===== src/rtl/solver_pkg.sv =====
// Shared solver definitions: problem-size defaults, widths and sequencer state encoding.
package solver_pkg;

  localparam int NUM_BOOL_DEF = 4;
  localparam int NUM_INT_DEF  = 4;
  localparam int ITER_W_DEF   = 16;
  localparam int TIMEOUT_DEF  = 1024;

  typedef enum logic [3:0] {
    ST_IDLE,
    ST_LOAD,
    ST_EVAL_REQ,
    ST_EVAL_WAIT,
    ST_PICK,
    ST_SEARCH_REQ,
    ST_SEARCH_WAIT,
    ST_COMMIT,
    ST_DONE,
    ST_FAIL
  } state_e;

  // A single variable still needs a one-bit index.
  function automatic int idx_width(input int n);
    return (n > 1) ? $clog2(n) : 1;
  endfunction

  function automatic int wd_width(input int t);
    return (t > 1) ? $clog2(t + 1) : 1;
  endfunction

endpackage


===== src/rtl/solver_watchdog.sv =====
// Loadable down-counter used to bound handshake waits; expired while the count sits at zero.
module solver_watchdog #(
  parameter int CNT_W = 11
) (
  input  logic             clk,
  input  logic             rst_n,
  input  logic             i_clear,
  input  logic [CNT_W-1:0] i_load_value,
  input  logic             i_enable,
  output logic             o_expired
);

  logic [CNT_W-1:0] r_count;

  always_ff @(posedge clk or negedge rst_n) begin
    if (!rst_n) begin
      r_count <= '0;
    end else if (i_clear) begin
      r_count <= i_load_value;
    end else if (i_enable && (r_count != '0)) begin
      r_count <= r_count - 1'b1;
    end
  end

  assign o_expired = (r_count == '0);

endmodule


===== src/rtl/solver_sequencer.sv =====
// Top-level control FSM of the MCMC constraints solver: load, evaluate, pick, search, commit.
module solver_sequencer
  import solver_pkg::*;
#(
  parameter int NUMBER_OF_BOOLEAN_VARIABLES = NUM_BOOL_DEF,
  parameter int NUMBER_OF_INTEGER_VARIABLES = NUM_INT_DEF,
  parameter int ITER_W                      = ITER_W_DEF,
  parameter int TIMEOUT_CYCLES              = TIMEOUT_DEF,
  parameter int IDX_W = idx_width(NUMBER_OF_BOOLEAN_VARIABLES + NUMBER_OF_INTEGER_VARIABLES)
) (
  input  logic              clk,
  input  logic              rst_n,
  input  logic              in_start,
  input  logic [ITER_W-1:0] in_max_iterations,
  output logic              out_assignment_selector,
  output logic              out_load_storage,
  output logic [IDX_W-1:0]  out_var_index,
  output logic              out_var_is_integer,
  output logic              out_search_start,
  input  logic              in_search_done,
  output logic              out_eval_start,
  input  logic              in_eval_done,
  input  logic              in_all_satisfied,
  output logic              out_busy,
  output logic              out_solution_valid,
  output logic              out_fail,
  output logic              out_timeout,
  output logic [ITER_W-1:0] out_iteration_count
);

  localparam int NUM_VARS = NUMBER_OF_BOOLEAN_VARIABLES + NUMBER_OF_INTEGER_VARIABLES;
  localparam int WD_W     = wd_width(TIMEOUT_CYCLES);
  localparam logic [IDX_W-1:0] LAST_IDX  = IDX_W'(NUM_VARS - 1);
  localparam logic [IDX_W-1:0] FIRST_INT = IDX_W'(NUMBER_OF_BOOLEAN_VARIABLES);
  // The counter holds TIMEOUT-1 on the first wait cycle and hits zero on the last allowed one.
  localparam logic [WD_W-1:0]  WD_LOAD   = WD_W'(TIMEOUT_CYCLES - 1);

  state_e            r_state;
  logic [ITER_W-1:0] r_max;
  logic [ITER_W-1:0] r_iter;
  logic [IDX_W-1:0]  r_idx;
  logic              r_is_int;
  logic              r_first_pick;
  logic              r_sel;
  logic              r_load;
  logic              r_search_start;
  logic              r_eval_start;
  logic              r_busy;
  logic              r_valid;
  logic              r_fail;
  logic              r_timeout;

  logic [IDX_W-1:0]  w_next_idx;
  logic [ITER_W-1:0] w_iter_inc;
  logic              w_wd_clear;
  logic              w_wd_enable;
  logic              w_wd_expired;

  assign w_next_idx  = (r_first_pick || (r_idx == LAST_IDX)) ? '0 : r_idx + 1'b1;
  assign w_iter_inc  = (r_iter == '1) ? r_iter : r_iter + 1'b1;
  assign w_wd_clear  = (r_state == ST_EVAL_REQ) || (r_state == ST_SEARCH_REQ);
  assign w_wd_enable = (r_state == ST_EVAL_WAIT) || (r_state == ST_SEARCH_WAIT);

  solver_watchdog #(
    .CNT_W(WD_W)
  ) u_watchdog (
    .clk         (clk),
    .rst_n       (rst_n),
    .i_clear     (w_wd_clear),
    .i_load_value(WD_LOAD),
    .i_enable    (w_wd_enable),
    .o_expired   (w_wd_expired)
  );

  // Outputs are set on the transition into a state so they line up with that state.
  always_ff @(posedge clk or negedge rst_n) begin
    if (!rst_n) begin
      r_state        <= ST_IDLE;
      r_max          <= '0;
      r_iter         <= '0;
      r_idx          <= '0;
      r_is_int       <= 1'b0;
      r_first_pick   <= 1'b0;
      r_sel          <= 1'b0;
      r_load         <= 1'b0;
      r_search_start <= 1'b0;
      r_eval_start   <= 1'b0;
      r_busy         <= 1'b0;
      r_valid        <= 1'b0;
      r_fail         <= 1'b0;
      r_timeout      <= 1'b0;
    end else begin
      r_load         <= 1'b0;
      r_search_start <= 1'b0;
      r_eval_start   <= 1'b0;
      case (r_state)
        ST_IDLE: begin
          if (in_start) begin
            r_state      <= ST_LOAD;
            r_max        <= in_max_iterations;
            r_iter       <= '0;
            r_idx        <= '0;
            r_is_int     <= 1'b0;
            r_first_pick <= 1'b1;
            r_valid      <= 1'b0;
            r_fail       <= 1'b0;
            r_timeout    <= 1'b0;
            r_busy       <= 1'b1;
            r_sel        <= 1'b0;
            r_load       <= 1'b1;
          end
        end
        ST_LOAD: begin
          r_state      <= ST_EVAL_REQ;
          r_eval_start <= 1'b1;
        end
        ST_EVAL_REQ: r_state <= ST_EVAL_WAIT;
        ST_EVAL_WAIT: begin
          if (in_eval_done) begin
            if (in_all_satisfied) begin
              r_state <= ST_DONE;
              r_valid <= 1'b1;
            end else if (r_iter == r_max) begin
              r_state <= ST_FAIL;
              r_fail  <= 1'b1;
            end else begin
              r_state      <= ST_PICK;
              r_idx        <= w_next_idx;
              r_is_int     <= (w_next_idx >= FIRST_INT);
              r_first_pick <= 1'b0;
            end
          end else if (w_wd_expired) begin
            r_state   <= ST_FAIL;
            r_fail    <= 1'b1;
            r_timeout <= 1'b1;
          end
        end
        ST_PICK: begin
          r_state        <= ST_SEARCH_REQ;
          r_search_start <= 1'b1;
        end
        ST_SEARCH_REQ: r_state <= ST_SEARCH_WAIT;
        ST_SEARCH_WAIT: begin
          if (in_search_done) begin
            r_state <= ST_COMMIT;
            r_sel   <= 1'b1;
            r_load  <= 1'b1;
            r_iter  <= w_iter_inc;
          end else if (w_wd_expired) begin
            r_state   <= ST_FAIL;
            r_fail    <= 1'b1;
            r_timeout <= 1'b1;
          end
        end
        ST_COMMIT: begin
          r_state      <= ST_EVAL_REQ;
          r_eval_start <= 1'b1;
        end
        default: begin
          r_state <= ST_IDLE;
          r_busy  <= 1'b0;
        end
      endcase
    end
  end

  assign out_assignment_selector = r_sel;
  assign out_load_storage        = r_load;
  assign out_var_index           = r_idx;
  assign out_var_is_integer      = r_is_int;
  assign out_search_start        = r_search_start;
  assign out_eval_start          = r_eval_start;
  assign out_busy                = r_busy;
  assign out_solution_valid      = r_valid;
  assign out_fail                = r_fail;
  assign out_timeout             = r_timeout;
  assign out_iteration_count     = r_iter;

endmodule


===== config.mk =====
export PLATFORM = sky130hd
export DESIGN_NAME = solver_sequencer
export DESIGN_NICKNAME = d
export VERILOG_FILES = /design/src/rtl/solver_pkg.sv /design/src/rtl/solver_watchdog.sv /design/src/rtl/solver_sequencer.sv
export SDC_FILE = /design/constraint.sdc
export NUM_CORES = 1
export LEC_CHECK = 0
export CAP_MARGIN = 40
export CORE_MARGIN = 5
export CORE_UTILIZATION = 55
export CTS_BUF_LIST = sky130_fd_sc_hd__clkbuf_4 sky130_fd_sc_hd__clkbuf_8
export CTS_CLUSTER_DIAMETER = 100
export CTS_CLUSTER_SIZE = 40
export DETAILED_ROUTE_END_ITERATION = 16
export PLACE_DENSITY = 0.82
export SYNTH_ARGS = -nofsm -noshare
export SYNTH_HDL_FRONTEND = slang
export SYNTH_SLANG_ARGS = --single-unit
export TNS_END_PERCENT = 30

===== constraint.sdc =====
create_clock -name clk -period 2.8 [get_ports clk]
set_input_delay 0.28 -clock clk [delete_from_list [all_inputs] [get_ports clk]]
set_output_delay 0.28 -clock clk [all_outputs]
set_load 0.1 [all_outputs]

==> summary.md <==
| Metric | Value |
|---|---|
| Status | `complete, no violations` |
| Max VDD drop | `0.668 mV` |
| Data required, critical path | `3.01 ns` |
| Rows | `27` |
| Yosys warning count | `0` |
| Cell taking the most area after synthesis | `dfrtp_1` |
| Power share of the clock group | `0.210` |
| HPWL after DPL | `5220 um` |
| Clock sink total | `59` |
| Largest net degree at the start of global routing | `25` |
| Dpl cells | `440` |
| Ys flop type | `dfrtp_1` |
| Slew Limit Headroom | `0.527` |
| CTS max path bufs | `2` |
| Tightest Pin Transition | `0.707 ns` |
| Critical path class | `register to register` |
| Die height | `85.5 um` |
| Drt first-iter violations | `140` |
| Worst skew pair latency | `0.33 ns` |
| Max-cap viol count | `0` |
| Commonest cells after routing, fill and taps aside | `74 x nand2_1, 59 x dfrtp_1, 36 x buf_4` |
| Antenna Diode Count | `0` |
| Via count | `2531` |
| TNS Setup | `0 ns` |
| Final Critical Period | `2.17 ns` |
| Worst-path clk slew | `0.06 ns` |
| Post-layout util | `0.696` |
| Placed inst area | `3640 sq um` |
| Worst hold slack | `0.404 ns` |
| Final Hold Vio Count | `0` |
| IO Pins | `50` |
| First-pass DRT Iterations | `4` |
| Sequential area share after synthesis | `0.471` |
| Area Growth Syn to Fin | `22.3%` |
| Pleak | `1.65 nW` |
| CTS tree | `yes` |
| H-tree Lvls | `3` |
| Synthesized area per cell | `9.67 sq um` |
| Fillers | `444` |
| Number of remaining DRC errors | `0` |
| Drt via density | `5.55` |
| Flop pwr share | `0.381` |
| RSZ-0062 raised after global routing | `no` |
| Post-synth EDFFs | `0` |
| Wire per inst | `15.6 um` |
| Final worst path period share | `0.774` |
| CTS root buf | `clkbuf_8` |
| GRT Util Overall | `0.208` |
| CP Data Arrival Time | `2.38 ns` |
| Worst Setup Start Kind | `register` |
| NetSw | `0.00145 W` |
| Commonest non-fill, non-tap cell in the layout | `nand2_1` |
| Mapped Nets | `350` |
| Ranking of synthesized cells by area | `dfrtp_1 47%, nand2_1 8.9%, xnor2_1 8.1%, nor2_1 1.9%, xor2_1 1.7%` |
| Count of cell types in the netlist | `56` |
| Nets | `406` |
| Post-Synthesis Cells | `324` |
| Grt total ovfl | `0` |
| Placer Congestion | `0.857` |
| CP Max Fanout | `15` |
| Critical Path Sink Type | `register` |
| Vias in the first global route | `2519` |
| Pint | `0.00193 W` |
| Sw frac | `0.429` |
| FF+latch area | `1480 sq um` |
| Final WL | `7130 um` |
| Logic pwr share | `0.409` |
| Initial Util | `0.569` |
| Port bufs | `49` |
| Clock buffer count from CTS | `9` |
| First-pass GRT wire length | `11900 um` |
| Cts repair resizes | `0` |
| Hold Path Class | `primary input to asynchronous set/reset pin` |
| Layout cells sized above 1 | `0.172` |
| Hold_buf cts | `1` |
| Multi-input combinational cell area | `1570 sq um` |
| Antenna violations before repair | `0` |
| Setup Viol. Count Final | `0` |
| Fmax | `0.461 GHz` |
| Asr flop ratio synth | `1.00` |
| Max-slew violations | `0` |
| Antenna-violating nets left | `0` |
| Post-synthesis register bit count | `59` |
| Post-CTS setup repair buffer count | `0` |
| Clock skew | `0.00452 ns` |
| Core area | `5510 sq um` |
| Die area | `7300 sq um` |
| Chip width | `85.5 um` |
| Synth top area share | `0.471` |
| Post-Syn Area | `3130 sq um` |
| Pwr per Cell Area | `882 nW/um^2` |
| Design Area, Final | `3830 sq um` |
| Finished Layout Cells | `456` |
## cell usage after synthesis, types with 3 or more instances
library cell	instances
inv_1	6
nor4_1	7
dfrtp_1	59
nor2_1	16
xnor2_1	29
nor3_1	10
o211ai_1	4
nand2b_1	6
o21a_1	3
nor4b_1	3
nor3b_1	5
and3_1	5
clkbuf_1	7
xor2_1	6
nand3_1	5
ha_1	4
nand2_1	74
a21oi_1	5
buf_2	5
nand4_1	6
or3_1	6
o21ai_1	10
o21ai_0	3
## kinds of logic after synthesis
family	count (synthesis)	share of synthesized area
xor gates and xnor gates	35	0.0979
DFF	59	0.471
and+or+nand+nor	162	0.273
AOI/OAI and AO/OA	44	0.114
adders and majority gates	4	0.0160
buffers and inverters	20	0.0272
## through the flow
step                      total power (W)  setup WS (ns)
after CTS                         0.00341          0.629
after global routing              0.00360          0.490
final                             0.00338          0.632
after global placement            0.00265          0.714
after floorplan                   0.00232          0.212
after detailed placement          0.00269          0.650
## area by class of cell
| cell class | count | area share |
|---|---|---|
| Multi-Input combinational cell | 245 | 0.410 |
| Clock inverter | 2 | 0.00261 |
| Sequential cell | 59 | 0.385 |
| Timing Repair Buffer | 58 | 0.127 |
| Tap cell | 72 | 0.0235 |
| Inverter | 7 | 0.00686 |
| Clock buffer | 13 | 0.0451 |
## critical path, cell delays in order (launching register included)
cell	delay [ns]
dfrtp_1	0.68
nor4_4	0.12
or4b_1	0.69
o2111ai_2	0.32
or3_1	0.16
a21oi_1	0.07
## power groups by stage
stage | sequential [W] | clock (W) | combinational (W)
after floorplan | 0.00158 | 0 | 0.000743
after global placement | 0.00129 | 0 | 0.00136
after detailed placement | 0.00130 | 0 | 0.00139
after CTS | 0.00129 | 0.000731 | 0.00140
after global routing | 0.00132 | 0.000776 | 0.00150
final | 0.00129 | 0.000711 | 0.00138
## registers in the layout (all words and copies together), names as in the netlist
signal                   cells
r_first_pick                 1
out_var_index                3
out_busy                     1
out_eval_start               1
out_search_start             1
out_solution_valid           1
out_iteration_count         16
r_state                      4
out_fail                     1
r_max                       16
out_load_storage             1
out_assignment_selector      1
u_watchdog.r_count          11
out_timeout                  1
## path summary, 6_finish.rpt
| check | start | end | slack [ns] | cells past startpoint |
|---|---|---|---|---|
| min in group clk | in_max_iterations[1] | r_max[1] | 0.47 | 3 |
| hold reg to reg | r_first_pick | r_first_pick | 0.49 | 1 |
| setup / recovery | r_state[0] | out_iteration_count[15] | 0.63 | 5 |
| max in group asynchronous | rst_n | out_iteration_count[13] | 1.76 | 3 |
| setup reg to reg | r_state[0] | out_iteration_count[15] | 0.63 | 5 |
| hold / removal | rst_n | r_max[1] | 0.40 | 2 |
## metal layers
metal | GRT usage | vias up | share of wire
li1 | - | 1244 | -
met1 | 0.264 | 1210 | 0.45
met2 | 0.341 | 69 | 0.48
met3 | 0.0408 | 8 | 0.048
met4 | 0.0964 | 0 | 0.017
met5 | 0 | - | 0
(Power assumes the default switching activity.)
